==> config.mk <==
export PLATFORM = sky130hd
export DESIGN_NAME = ula_serial_ctrl
export DESIGN_NICKNAME = d
export VERILOG_FILES = /design/src/rtl/ula_serial_ctrl.sv
export SDC_FILE = /design/constraint.sdc
export NUM_CORES = 1
export LEC_CHECK = 0
export ABC_AREA = 1
export ABC_CLOCK_PERIOD_IN_PS = 3900
export CORE_MARGIN = 1.5
export CORE_UTILIZATION = 53
export DETAILED_ROUTE_END_ITERATION = 12
export PLACE_DENSITY = 0.88
export SYNTH_ARGS = -nofsm -noshare
export SYNTH_HDL_FRONTEND = slang
export SYNTH_SLANG_ARGS = --single-unit
==> constraint.sdc <==
create_clock -name clk -period 3.9 [get_ports clk]
set_clock_uncertainty 0.05 [all_clocks]
set_input_delay 1.17 -clock clk [delete_from_list [all_inputs] [get_ports clk]]
set_output_delay 1.17 -clock clk [all_outputs]
set_load 0.02 [all_outputs]
==> src/rtl/ula_serial_ctrl.sv <==
// Bit-serial sequencer for an external 1-bit ALU slice: walks a WIDTH-bit
// operand pair LSB first, chains the carry through a register, assembles the result.
module ula_serial_ctrl #(
   parameter int WIDTH = 8,
   parameter int CNT_W = 4
) (
   input  logic             clk,
   input  logic             rst,
   input  logic             start,
   input  logic [WIDTH-1:0] a_in,
   input  logic [WIDTH-1:0] b_in,
   input  logic [2:0]       op_in,
   input  logic             ainv_in,
   input  logic             binv_in,
   input  logic             cin_in,
   output logic             ready,
   output logic             busy,
   output logic             done,
   output logic [WIDTH-1:0] result,
   output logic             cout,
   output logic             zero,
   output logic             slice_a,
   output logic             slice_b,
   output logic             slice_ainv,
   output logic             slice_binv,
   output logic             slice_cinv,
   output logic [2:0]       slice_op,
   input  logic             slice_s,
   input  logic             slice_cout
);

   typedef enum logic [1:0] {
      S_IDLE = 2'd0,
      S_RUN  = 2'd1,
      S_DONE = 2'd2
   } state_t;

   state_t           r_state;
   state_t           w_next;
   logic [WIDTH-1:0] r_a_sh;
   logic [WIDTH-1:0] r_b_sh;
   logic [WIDTH-1:0] r_res_sh;
   logic [2:0]       r_op;
   logic             r_ainv;
   logic             r_binv;
   logic             r_carry;
   logic [CNT_W-1:0] r_count;
   logic [WIDTH-1:0] r_result;
   logic             r_cout;
   logic             r_zero;
   logic             r_done;
   logic             w_last_bit;

   assign w_last_bit = (r_count == CNT_W'(WIDTH - 1));

   // State register
   always_ff @(posedge clk) begin
      if (rst) begin
         r_state <= S_IDLE;
      end else begin
         r_state <= w_next;
      end
   end

   // Next-state logic; start outside IDLE is simply not looked at
   always_comb begin
      w_next = r_state;
      case (r_state)
         S_IDLE: begin
            if (start) begin
               w_next = S_RUN;
            end else begin
               w_next = S_IDLE;
            end
         end
         S_RUN: begin
            if (w_last_bit) begin
               w_next = S_DONE;
            end else begin
               w_next = S_RUN;
            end
         end
         S_DONE:  w_next = S_IDLE;
         default: w_next = S_IDLE;
      endcase
   end

   // Operand/result shift registers, carry chain, bit counter and result latch
   always_ff @(posedge clk) begin
      if (rst) begin
         r_a_sh   <= {WIDTH{1'b0}};
         r_b_sh   <= {WIDTH{1'b0}};
         r_res_sh <= {WIDTH{1'b0}};
         r_op     <= 3'd0;
         r_ainv   <= 1'b0;
         r_binv   <= 1'b0;
         r_carry  <= 1'b0;
         r_count  <= {CNT_W{1'b0}};
         r_result <= {WIDTH{1'b0}};
         r_cout   <= 1'b0;
         r_zero   <= 1'b1;
         r_done   <= 1'b0;
      end else begin
         r_done <= 1'b0;
         case (r_state)
            S_IDLE: begin
               if (start) begin
                  r_a_sh   <= a_in;
                  r_b_sh   <= b_in;
                  r_res_sh <= {WIDTH{1'b0}};
                  r_op     <= op_in;
                  r_ainv   <= ainv_in;
                  r_binv   <= binv_in;
                  r_carry  <= cin_in;
                  r_count  <= {CNT_W{1'b0}};
               end else begin
                  r_count  <= r_count;
               end
            end
            S_RUN: begin
               r_res_sh <= {slice_s, r_res_sh[WIDTH-1:1]};
               r_carry  <= slice_cout;
               r_a_sh   <= {1'b0, r_a_sh[WIDTH-1:1]};
               r_b_sh   <= {1'b0, r_b_sh[WIDTH-1:1]};
               r_count  <= r_count + {{(CNT_W-1){1'b0}}, 1'b1};
            end
            S_DONE: begin
               r_result <= r_res_sh;
               r_cout   <= r_carry;
               r_zero   <= (r_res_sh == {WIDTH{1'b0}});
               r_done   <= 1'b1;
            end
            default: begin
               r_done <= 1'b0;
            end
         endcase
      end
   end

   // Status and slice drive decoded from state; slice is held quiet outside RUN
   always_comb begin
      ready      = 1'b0;
      busy       = 1'b0;
      slice_a    = 1'b0;
      slice_b    = 1'b0;
      slice_ainv = 1'b0;
      slice_binv = 1'b0;
      slice_cinv = 1'b0;
      slice_op   = 3'd0;
      case (r_state)
         S_IDLE: ready = 1'b1;
         S_RUN: begin
            busy       = 1'b1;
            slice_a    = r_a_sh[0];
            slice_b    = r_b_sh[0];
            slice_ainv = r_ainv;
            slice_binv = r_binv;
            slice_cinv = r_carry;
            slice_op   = r_op;
         end
         S_DONE:  ready = 1'b0;
         default: ready = 1'b0;
      endcase
   end

   assign done   = r_done;
   assign result = r_result;
   assign cout   = r_cout;
   assign zero   = r_zero;

endmodule

Yosys cells after proc, flatten, opt, wreduce, memory -nomap -nowiden

Cells that the tools add are included.

Input port bits: 27
Bits in writable memories: 0
Register bits after elaboration: 47
Bits in read-only memories: 0
Output and inout bits: 21
Memories kept: 0
Bits in latches: 0

Reduce and logical (&&, ||, !) cells: 5
Shifts and indexed selects: 0
Add/subtract/negate cells: 1
Equal/unequal tests: 4
Div/mod/pow operators: 0
$lt $le $gt $ge: 0
$mul: 0
Bitwise gates (word level): 0
Muxes and demuxes: 22

Operator list:

| cell                                                                   | count |
|---|---|
| 8-bit one-hot mux with 2 select lines                                  | 3 |
| 8-bit 2-to-1 mux                                                       | 3 |
| 1-bit 2-to-1 mux                                                       | 10 |
| 8-bit zero test                                                        | 1 |
| 4-bit one-hot mux with 2 select lines                                  | 1 |
| 4-bit by 1-bit adder with 4-bit output (second input constant)         | 1 |
| 4-bit by 3-bit equality test with 1-bit output (second input constant) | 1 |
| 4-bit 2-to-1 mux                                                       | 1 |
| 2-bit one-hot mux with 2 select lines                                  | 1 |
| 2-bit AND reduction                                                    | 2 |
| 3-bit 2-to-1 mux                                                       | 1 |
| 2-bit by 1-bit equality test with 1-bit output (second input constant) | 1 |
| 2-bit equality test (second input constant)                            | 1 |
| 2-bit zero test                                                        | 1 |
| 2-bit 2-to-1 mux                                                       | 1 |
| 2-bit inequality test (second input constant)                          | 1 |
| 1-bit one-hot mux with 2 select lines                                  | 1 |
| 2-bit nonzero test                                                     | 1 |

Logic depth before layout (Yosys ltp)

Word-level depth: 3
Depth in mapped cells: 7
Gate-level depth less buffers: 6

Worst setup path before layout

OpenSTA, ideal clock, no wires.

Path kind: reg-to-output
Start point: reg r_state[0]
End point: out slice_a
Stages on the path, launching flop included: 5
Arrival time: 1097 ps
Setup slack: 1583 ps
Required time: 2680 ps
Path through: dfxtp_1 > buf_2 > nand2_4 > buf_2 > nor2_1

Word-level cells in the longest chain between the ends: 2

RTL lines:

| element                                        | RTL line | RTL |
|---|---|---|
| start, declared                                | 38       | `state_t r_state;` |
| start signal, assigned                         | 61       | `r_state <= w_next;` |
| 2-bit by 1-bit equality test with 1-bit output | 150      | `case (r_state)` |
| 1-bit 2-to-1 mux                               | 150      |  |
| end, declared                                  | 22       | `output logic slice_a,` |

No other way between the ends.

Final worst setup path

Start point: reg r_state[0]
End point: out slice_op[1]

Word-level cells in the longest chain between the ends: 2

RTL lines:

| element                                        | RTL line | RTL |
|---|---|---|
| 2-bit by 1-bit equality test with 1-bit output | 150      |  |
| 3-bit 2-to-1 mux                               | 150      |  |
| end, declared                                  | 27       | `output logic [2:0] slice_op,` |

No other way between the ends.

==> flow_summary_export.csv <==
group,metric,value,unit
pwr,p_clk_share,32.5,%
cts,cts_root_buffer,"clkbuf_8",
synth,syn_nets,331,
setup_path,cp.required,2680,ps
global_route,antenna_found_initial,0,
finish,drive_above_1_share,6.30,%
setup_path,startpoint_type,"flip-flop",
finish,nets,376,
global_route,grt_pass1_vias,1726,
global_route,overflow,0,
cts,ctsResizeCount,0,
min_path,hp-class,"reg2reg",
floorplan,die_area,4200,um2
routing,wirelength,4.28,mm
placement,placed_cell_area,2520,um2
sta,holdWs,411,ps
outcome,status,"completed",
setup_path,worst_ep_arrival_time,1930,ps
finish,finalInstanceArea,2620,um2
finish,nFillCells,313,
floorplan,row_count,22,
pwr,seqPwrFrac,52.7,%
pwr,power,984,uW
floorplan,pin_count,48,
pwr,power.density,375,nW/um2
flow_run,maxCapViolCount,0,
pwr,switchingPower,254,uW
cts,clk_latency,300,ps
cts,tritoncts,"yes",
setup_path,r2r-start,"r_state[0]",
routing,wire_per_inst,10.8,um
finish,synthToLayoutAreaGrowth,29.6,%
setup_path,crit_fanout,18,
floorplan,die_w,64.8,um
routing,first_pass_iters,4,
routing,drcViolationCount,0,
finish,final_core_util,71.6,%
synth,synth_area,2020,um2
sta,fin_crit,3150,ps
cts,holdBufCountCts,0,
pwr,swShare,25.8,%
setup_path,crit_type,"reg2out",
floorplan,fp.dieH,64.8,um
pwr,p_int,730,uW
sta,finalSetupTns,0,ps
synth,ys_warn_count,0,
cts,h-tree-depth,2,
synth,ys_types,18,
sta,slew_violations,0,
routing,dr_total_vias,1900,
synth,yosysSeqAreaShare,46.5,%
sta,fin_crit_sh,80.8,%
routing,vias_per_cell,4.79,
sta,finalHoldViolations,0,
setup_path,r2r_slack,2300,ps
cts,cts_made_buffers,5,
cts,cts_sinks,47,
synth,syn_area_per_cell,6.68,um2
finish,regArea,941,um2
pwr,leakage,1.20,nW
finish,final_cells,397,
global_route,grt_pass1_wl,7.36,mm
finish,layout_commonest_cell,"nand2_1",
synth,ys_top_cells_by_area,"dfxtp_1, nand2_1, nor2_1, inv_1, o21ai_0",
sta,fin_ws,748,ps
placement,placed_cells,389,
setup_path,worstPathCellList,"nand2_4 > nor2_1 > clkdlybuf4s50_1",
sta,finalSetupViolCount,0,
cts,clkTransAtPathRegs,80,ps
cts,clk_path_buf_depth,2,
cts,post_cts_buffers,0,
placement,dp_hpwl,2.99,mm
synth,ys_ff_latch,47,
setup_path,reg2reg_depth,5,
sta,tightest_slew,516,ps
sta,fmax,0.317,GHz
placement,post-place-ws,1000,ps
finish,antennaDiodeCount,0,
min_path,hold_depth,2,
sta,relSlewSlack,65.6,%
min_path,min_to,"r_a_sh[7]",
routing,ant_nets,0,
setup_path,cp-end-kind,"output pin",
synth,yosysTopAreaCell,"dfxtp_1",
pwr,ir_worst_vdd,0.364,mV
floorplan,start_util,55.3,%
routing,drt-initial-drc-count,140,
setup_path,regToRegEndpoint,"r_a_sh[6]",
placement,place.gp.congestion,0.845,
sta,rsz0062_at_grt,"false",
setup_path,slowest_delay,630,ps
global_route,grt_usage,22.7,%
global_route,grt_max_degree,22,
floorplan,core-area,3660,um2
finish,final_cell_mix,"nand2_1, nor2_1, dfxtp_1, clkdlybuf4s50_1, inv_1",
setup_path,cpMaxStageDelayCell,"dfxtp_1",
placement,numPortBuffers,47,
finish,multi_input_area,851,um2
min_path,hold_start,"r_a_sh[7]",
pwr,power_frac_comb,14.7,%
synth,synth_top_area_share,46.5,%
synth,synthCells,303,
-- critical path: cells and delay by family (launching register included) --
| kind | cells | cell delay, ps |
|---|---|---|
| and+or+nand+nor | 2 | 380 |
| DFF | 1 | 630 |
| buffers and inverters | 1 | 610 |
-- cell families after synthesis --
kind of cell / after synthesis / share of synthesized area (%)
AND/OR/NAND/NOR: 154 / 30.9
adder cells (fa/ha/maj): 1 / 0.618
flip-flops: 47 / 46.5
buffers and inverters: 59 / 11.6
AO/OA/AOI/OAI: 42 / 10.4
-- layer usage --
metal	vias up	part of all wire, %	global-route usage, %
met5	-	0	0
met4	0	1.3	7.18
met3	4	6.3	6.08
met2	47	49	39.4
met1	837	44	27.2
li1	1012	-	-
-- power by group through the flow --
| stage | sequential (mW) | clock [mW] | combinational (mW) |
|---|---|---|---|
| after floorplan | 0.524 | 0 | 0.0952 |
| after global placement | 0.529 | 0 | 0.141 |
| after detailed placement | 0.530 | 0 | 0.144 |
| after CTS | 0.518 | 0.326 | 0.146 |
| after global routing | 0.522 | 0.346 | 0.166 |
| final | 0.518 | 0.320 | 0.145 |
-- state kept, by name, indices dropped and copies added, names as in the netlist --
| signal | count |
|---|---|
| r_a_sh | 8 |
| r_b_sh | 8 |
| r_res_sh | 8 |
| result | 8 |
| r_count | 4 |
| r_op | 3 |
| r_state | 2 |
| cout | 1 |
| done | 1 |
| r_ainv | 1 |
| r_binv | 1 |
| r_carry | 1 |
| zero | 1 |
-- layout make-up --
| cell class | instances | area share (%) |
|---|---|---|
| clock inverter | 1 | 0.286 |
| clock buffer | 7 | 3.68 |
| tap | 48 | 2.29 |
| multi-input combinational | 197 | 32.5 |
| sequential | 47 | 35.9 |
| inverter | 48 | 6.87 |
| timing repair buffer | 49 | 18.5 |
-- worst max path at each step --
| stage | depth (start not counted) | slack (ps) | from | end |
|---|---|---|---|---|
| global placement | 3 | 1060 | r_state[0] | slice_cinv |
| finish | 3 | 750 | r_state[0] | slice_op[1] |
| global route | 3 | 580 | r_state[0] | slice_binv |
| floorplan | 4 | 1580 | r_state[0] | slice_a |
| detailed placement | 6 | 1000 | rst | r_res_sh[0] |
| CTS | 3 | 720 | r_state[0] | slice_op[1] |
-- cell usage after synthesis --
| cell | instances |
|---|---|
| nor2_2 | 4 |
| buf_4 | 2 |
| nand2_1 | 77 |
| inv_2 | 4 |
| nand2_4 | 1 |
| dfxtp_1 | 47 |
| nand2_2 | 2 |
| clkbuf_1 | 3 |
| nor2_1 | 51 |
| buf_2 | 5 |
| nor3_1 | 2 |
| ha_1 | 1 |
| nand3_1 | 17 |
| buf_1 | 1 |
| o21ai_0 | 23 |
| a21oi_1 | 11 |
| o21ai_1 | 8 |
| inv_1 | 44 |
(Power assumes the default switching activity.)
